[src/rtl/c17_bist_pkg.sv]
// Shared types and constants for the c17 BIST controller: FSM states,
// LFSR taps/width, MISR polynomial/width, and the LFSR step function.
package c17_bist_pkg;

  localparam int LFSR_W = 5;
  localparam int MISR_W = 8;

  // x^5 + x^3 + 1 as a Fibonacci shift-left: feedback is q[4] ^ q[2]
  localparam int LFSR_TAP_HI = 4;
  localparam int LFSR_TAP_LO = 2;

  localparam logic [MISR_W-1:0] MISR_POLY = 8'h1D;

  typedef enum logic [1:0] {
    ST_IDLE = 2'd0,
    ST_RUN  = 2'd1,
    ST_DONE = 2'd2
  } state_e;

  function automatic logic [LFSR_W-1:0] lfsr_next(input logic [LFSR_W-1:0] q);
    return {q[LFSR_W-2:0], q[LFSR_TAP_HI] ^ q[LFSR_TAP_LO]};
  endfunction

endpackage

[src/rtl/c17_bist_misr.sv]
// 8-bit multiple-input signature register compacting the two c17 responses.
// clr_i zeroes the signature, en_i folds resp_i in; clr_i wins.
module c17_bist_misr
  import c17_bist_pkg::*;
(
  input  logic              clk,
  input  logic              rst_n,
  input  logic              clr_i,
  input  logic              en_i,
  input  logic [1:0]        resp_i,
  output logic [MISR_W-1:0] sig_o
);

  logic [MISR_W-1:0] misr_q;
  logic [MISR_W-1:0] misr_d;

  always_comb begin
    misr_d = misr_q;
    if (clr_i) begin
      misr_d = '0;
    end else if (en_i) begin
      misr_d = {misr_q[MISR_W-2:0], 1'b0}
             ^ (misr_q[MISR_W-1] ? MISR_POLY : {MISR_W{1'b0}})
             ^ {{(MISR_W-2){1'b0}}, resp_i};
    end
  end

  always_ff @(posedge clk or negedge rst_n) begin
    if (!rst_n) begin
      misr_q <= '0;
    end else begin
      misr_q <= misr_d;
    end
  end

  assign sig_o = misr_q;

endmodule

[src/rtl/c17_bist_ctrl.sv]
// BIST controller for c17: LFSR pattern source, run counter and IDLE/RUN/DONE
// FSM; responses are compacted by c17_bist_misr and compared to GOLDEN_SIG.
module c17_bist_ctrl
  import c17_bist_pkg::*;
#(
  parameter int                NUM_PATTERNS = 31,
  parameter logic [LFSR_W-1:0] LFSR_SEED    = 5'b00001,
  parameter logic [MISR_W-1:0] GOLDEN_SIG   = 8'h00
) (
  input  logic              clk,
  input  logic              rst_n,
  input  logic              start,
  input  logic [1:0]        resp,
  output logic [LFSR_W-1:0] pattern,
  output logic              busy,
  output logic              done,
  output logic              pass,
  output logic [MISR_W-1:0] signature
);

  localparam logic [4:0] LAST_CNT = 5'(NUM_PATTERNS - 1);

  state_e            state_q, state_d;
  logic [LFSR_W-1:0] lfsr_q, lfsr_d;
  logic [4:0]        cnt_q, cnt_d;
  logic              misr_clr;
  logic              misr_en;

  always_comb begin
    state_d  = state_q;
    lfsr_d   = lfsr_q;
    cnt_d    = cnt_q;
    misr_clr = 1'b0;
    misr_en  = 1'b0;
    case (state_q)
      ST_IDLE, ST_DONE: begin
        if (start) begin
          state_d  = ST_RUN;
          lfsr_d   = LFSR_SEED;
          cnt_d    = 5'd0;
          misr_clr = 1'b1;
        end
      end
      ST_RUN: begin
        // The pattern on the CUT this cycle is captured at this edge
        misr_en = 1'b1;
        lfsr_d  = lfsr_next(lfsr_q);
        cnt_d   = cnt_q + 5'd1;
        if (cnt_q == LAST_CNT) begin
          state_d = ST_DONE;
        end
      end
      default: state_d = ST_IDLE;
    endcase
  end

  always_ff @(posedge clk or negedge rst_n) begin
    if (!rst_n) begin
      state_q <= ST_IDLE;
      lfsr_q  <= LFSR_SEED;
      cnt_q   <= 5'd0;
    end else begin
      state_q <= state_d;
      lfsr_q  <= lfsr_d;
      cnt_q   <= cnt_d;
    end
  end

  c17_bist_misr u_misr (
    .clk    (clk),
    .rst_n  (rst_n),
    .clr_i  (misr_clr),
    .en_i   (misr_en),
    .resp_i (resp),
    .sig_o  (signature)
  );

  assign pattern = lfsr_q;
  assign busy    = (state_q == ST_RUN);
  assign done    = (state_q == ST_DONE);
  assign pass    = done && (signature == GOLDEN_SIG);

endmodule

[config.mk]
export PLATFORM = sky130hd
export DESIGN_NAME = c17_bist_ctrl
export DESIGN_NICKNAME = d
export VERILOG_FILES = /design/src/rtl/c17_bist_pkg.sv /design/src/rtl/c17_bist_misr.sv /design/src/rtl/c17_bist_ctrl.sv
export SDC_FILE = /design/constraint.sdc
export NUM_CORES = 1
export LEC_CHECK = 0
export ABC_AREA = 1
export CORE_MARGIN = 5
export CORE_UTILIZATION = 48
export DETAILED_ROUTE_END_ITERATION = 7
export PLACE_DENSITY_LB_ADDON = 0.25
export SLEW_MARGIN = 20
export SYNTH_ARGS = -nofsm -noshare
export SYNTH_HDL_FRONTEND = slang
export SYNTH_HIERARCHICAL = 1
export SYNTH_SLANG_ARGS = --single-unit
[constraint.sdc]
create_clock -name clk -period 1.3 [get_ports clk]
set_input_delay 0.26 -clock clk [delete_from_list [all_inputs] [get_ports clk]]
set_output_delay 0.26 -clock clk [all_outputs]
set_load 0.02 [all_outputs]
==> results.cfg, run 1 <==
[run_status]
status = finished with violations
violations = negative setup slack

[sta]
hold_viol = 0
clock_skew_ns = 0.00942
drv_slew = 0
relSlewSlack_pct = 82.2
finalSetupViolations = 11
fmax_mhz = 683
post-route-min-period_ns = 1.46
rsz0062_at_grt = yes
finalWorstSetupSlack_ns = -0.163
fin_crit_sh_pct = 113
tns_ns = -0.480
worst_pin_slew_ns = 0.267

[setup_path]
start_kind = register
worstPathCellList = inv_2, nor2_4, nand3_2, nor2_2, buf_6
critPathSlowestCell = dfrtp_1
cp_max_fo = 2
endpoint_kind = primary output
cpPeakStageDelay_ns = 0.40
cp.required_ns = 1.04
cpLargestDelayFamily = flip-flops
worst-setup-path-type = register to primary output
path_buf_inv = 2
crit_arrival_ns = 1.20

[global_routing]
grt_max_degree = 21
first_global_vias = 964
antenna_found_initial = 0
grt_pass1_wl_mm = 4.29
grt-ovfl-total = 0
grt_use_total_pct = 19.9

[synth]
synthDistinctLibCells = 15
syn_nets = 131
yosys_warnings = 6
synth_area_leaders = dfrtp_1 49%, nand2_1 18%, inv_1 7.8%, nand3_1 5.2%, o21ai_0 3.1%
synth-simple-area-share_pct = 30.6
ys_ff_latch = 20
synth-adder-area-share_pct = 2.60
syn_area_per_cell_um2 = 7.77
synth_top_family_by_area = simple AND/OR/NAND/NOR gates
synth_xor_area_share_pct = 0.909
synth-compound-area-share_pct = 5.58
syn_area_um2 = 963
ys_seq_area_share_pct = 52.1
synth.area.mux_share_pct = 0
postSynthCellCount = 124
synth_top_area_cell = dfrtp_1
synth_top_area_share_pct = 49.4

[power_and_ir_drop]
powerDensity_nw_per_um2 = 2590
ir_drop_uv = 1750
p_leak_nw = 0.810
power.total_w = 0.00391

[floorplanning]
ios = 21
num_rows = 16
initial_core_util_pct = 49.6
die_h_um = 54.8
fp.dieW_um = 54.8
dieArea_um2 = 3000
core_um2 = 1940

[clock_network]
cts_tree = done
clockRootBuffer = clkbuf_4
path_clk_slew_ns = 0.12
clockBufferDepth = 2
cts_buffers = 3
cts_sinks = 20
h-tree-depth = 1
clk_latency_ns = 0.31

[final_layout]
n_fill_cell = 132
syn_to_final_growth_pct = 56.9
final_cell_mix = 40 x nand2_1, 26 x buf_4, 18 x dfrtp_1
layout_commonest_cell = nand2_1
drive_gt1_share_pct = 40.3
fin_nets = 184
num_antenna_cells = 0

[routing]
wl_mm = 2.80
wl_per_cell_um = 13.8
drt_iter0_markers = 27
drc = 0
antenna_left = 0
via_per_inst = 4.97
dr.pass1.iters = 4
vias = 1008

[place]
pre_cts_slack_ns = -0.275
routabilityCongestion = 0.723
dp_hpwl_mm = 1.86
port_buffers = 20

[run]
maxCapViolCount = 0

[worst_hold_path]
hold_class = input port to asynchronous set/reset pin
sequential cells by signal, summed over array words and instances (netlist names):
signal / flops
state_q: 2
pattern: 5
cnt_q: 5
u_misr/sig_o: 8
Yosys cell counts:
| library cell | instances |
|---|---|
| o21ai_1 | 1 |
| xnor2_1 | 1 |
| inv_2 | 1 |
| o22ai_1 | 3 |
| dfrtp_1 | 19 |
| dfstp_2 | 1 |
| o21ai_0 | 6 |
| nor2_1 | 7 |
| inv_1 | 20 |
| nand3_1 | 10 |
| ha_1 | 2 |
| nand2_1 | 45 |
| nor2_2 | 3 |
| nand2_2 | 3 |
| nand4_1 | 2 |
power by group:
group          total, W  internal [W]  switching [W]
sequential      0.00119      0.000938       0.000247
combinational   0.00241       0.00106        0.00135
clock          0.000317      0.000120       0.000197
kinds of logic after synthesis:
logic type,Yosys count
adder cells (fa/ha/maj),2
flip-flops,20
AND/OR/NAND/NOR,70
buffers and inverters,21
XOR/XNOR,1
AO/OA/AOI/OAI,10
routing by layer:
layer  up-vias  share of wire [%]  global-route usage, %  wire, µm
li1        488                  -                      -         -
met1       483                 42                   25.0      1160
met2        31                 51                   34.3      1420
met3         6                5.4                   4.63       151
met4         0                2.3                   4.56        63
met5         -                  0                      0         0
path summary, 6_finish.rpt:
check / startpoint / endpoint / slack, ns / depth (start not counted)
worst max-delay path: state_q[1]$_DFFE_PN0P_ / pass / -0.16 / 5
worst min-delay path: rst_n / cnt_q[3]$_DFFE_PN0P_ / 0.29 / 2
worst max register to register: state_q[0]$_DFFE_PN0P_ / u_misr/sig_o[0]$_DFFE_PN0P_ / -0.03 / 9
worst min register to register: cnt_q[1]$_DFFE_PN0P_ / cnt_q[1]$_DFFE_PN0P_ / 0.56 / 2
max in group asynchronous: rst_n / pattern[0]$_DFFE_PN1P_ / 0.74 / 2
min in group clk: cnt_q[1]$_DFFE_PN0P_ / cnt_q[1]$_DFFE_PN0P_ / 0.56 / 2
stage by stage:
stage                     instances  area [µm²]  hold slack (ns)  utilization [%]
after global placement          192        1360            0.526             70.0
after detailed placement        192        1360            0.535             70.0
after global routing            203        1510            0.311             77.8
after CTS                       203        1420            0.288             73.3
final                           203        1510            0.285             77.8
after floorplan                 124         968          -0.0356                -
area by class of cell:
type | instances | area, µm² | area share, %
clock buffer | 4 | 26.3 | 1.74
tap | 27 | 33.8 | 2.24
multi-input combinational | 83 | 482 | 31.9
sequential | 20 | 503 | 33.3
inverter | 21 | 86.3 | 5.71
timing repair buffer | 48 | 380 | 25.2
timing repair:
| action | in CTS | in global routing |
|---|---|---|
| setup buffers | 7 | 1 |
| hold buffers | 0 | 0 |
| setup endpoints to repair | 24 | 28 |
| pin swaps | 3 | 6 |
| resized for setup | 69 | 32 |
| hold endpoints to repair | 0 | 0 |
Note: power is estimated with default switching activity, not from simulation.
==> run 2, diff against run 1 <==
Settings changed: CORE_ASPECT_RATIO set to 1.75, CORE_UTILIZATION 48 to 30, CTS_CLUSTER_SIZE set to 20.
Clock period 1.3 ns to 1.72 ns, I/O delays scaled along.
==> results.cfg, run 2 (synthesis gave the netlist of run 1 again) <==
[setup_path]
endpoint_kind = primary output
worst-setup-path-type = register to primary output
cp.required_ns = 1.38
crit_arrival_ns = 1.33
critical_path.startpoint = u_misr/sig_o[1]$_DFFE_PN0P_
rr_startpoint = state_q[0]$_DFFE_PN0P_
cp_max_fo = 4
start_kind = register

[final_layout]
fin_nets = 164
instances_no_fill = 199
syn_to_final_growth_pct = 39.6
drive_gt1_share_pct = 13.5
largest_reg_flops = 8
num_antenna_cells = 0
final_cell_mix = 45 x nand2_1, 20 x inv_1, 19 x dfrtp_1
fin_area_um2 = 1350
layout_commonest_cell = nand2_1

[sta]
tns_ns = 0
hold_viol = 0
clock_skew_ns = 0.00442
worst_pin_slew_ns = 0.347
drv_slew = 0
finalSetupViolations = 0
post-route-min-period_ns = 1.67
relSlewSlack_pct = 76.9
rsz0062_at_grt = no
fmax_mhz = 599
fin_crit_sh_pct = 97.1

[clock_network]
cts.hold.buffers_added = 0
cts_sinks = 20
cts_buffers = 3
path_clk_slew_ns = 0.08
clockRootBuffer = clkbuf_8
clockBufferDepth = 2
h-tree-depth = 1
cts_tree = done
clk_latency_ns = 0.26
postCtsResizedCells = 5
cts_setup_buffers = 0

[routing]
drc = 0
vias = 870
via_per_inst = 4.37
antenna_left = 0
dr.pass1.iters = 2
wl_per_cell_um = 11.2
drt_iter0_markers = 16
wl_mm = 2.23

[global_routing]
grt_pass1_wl_mm = 3.93
grt-ovfl-total = 0
grt_max_degree = 21
antenna_found_initial = 0
first_global_vias = 912
grt_use_total_pct = 11.5

[floorplanning]
num_rows = 27
dieArea_um2 = 4490
fp.dieW_um = 52.8
ios = 21
core_um2 = 3110
initial_core_util_pct = 31.0
die_h_um = 85.0

[place]
routabilityCongestion = 0.867
dp.cells = 195
port_buffers = 20
dp_hpwl_mm = 1.70
placed_area_um2 = 1280

[worst_hold_path]
hold_class = input port to asynchronous set/reset pin

[run]
maxCapViolCount = 0

[power_and_ir_drop]
powerDensity_nw_per_um2 = 2040
p_leak_nw = 0.725
power.total_w = 0.00274
ir_drop_uv = 1040

[run_status]
status = finished clean
[run 2: changes by cell type in the layout (fill, tap and decap cells not counted), sizes merged]
| cell | previous run | this run |
|---|---|---|
| dlygate4sd2 | 0 | 3 |
| clkdlybuf4s50 | 4 | 13 |
| bufinv | 0 | 1 |
| buf | 40 | 8 |
| dlymetal6s2s | 0 | 2 |
| clkbuf | 7 | 4 |
[run 2: final cells by class]
class	count	area (µm²)
fillers	347	1760
multi-input cells	83	383
clock inverters	1	30.0
inverters	21	78.8
flip-flops and latches	20	502
clock buffers	3	41.3
well taps	43	53.8
repair buffers	28	256
[run 2: path summary, 6_finish.rpt]
kind,to,slack (ns),cells past startpoint
worst min register to register,pattern[1]$_DFFE_PN0P_,0.53,2
worst max-delay path,signature[1],0.05,2
max in group asynchronous,pattern[0]$_DFFE_PN1P_,1.03,2
min in group clk,pattern[1]$_DFFE_PN0P_,0.53,2
worst max register to register,u_misr/sig_o[1]$_DFFE_PN0P_,0.31,7
worst min-delay path,u_misr/sig_o[7]$_DFFE_PN0P_,0.42,2
[run 2: worst max-delay path, cell delays in order (launching register included)]
cell and delay (ns):
dfrtp_1 0.35, buf_4 0.12, clkdlybuf4s50_1 0.59
[run 2: metal layers]
metal	share of wire, %	GRT usage [%]	wire (µm)	vias to the layer above
met5	0	0	0	-
met4	2.7	6.28	61	0
met3	4.4	1.93	99	6
met2	50	19.6	1110	20
met1	43	13.0	957	399
li1	-	-	-	445
[run 2: stage by stage]
stage	hold WS [ns]	setup WS, ns	utilization, %
final	0.424	0.0506	43.3
after global placement	0.514	0.0772	41.1
after detailed placement	0.518	0.0575	41.1
after CTS	0.439	0.0117	43.2
after global routing	0.474	0.00250	43.3
after floorplan	0.0484	0.192	-
[run 2: report_power, final]
part	switching, W	internal [W]	total (W)	leakage (nW)
clock network	0.000156	0.000311	0.000466	0.0357
logic	0.000790	0.000591	0.00138	0.448
registers	0.000185	0.000709	0.000894	0.241
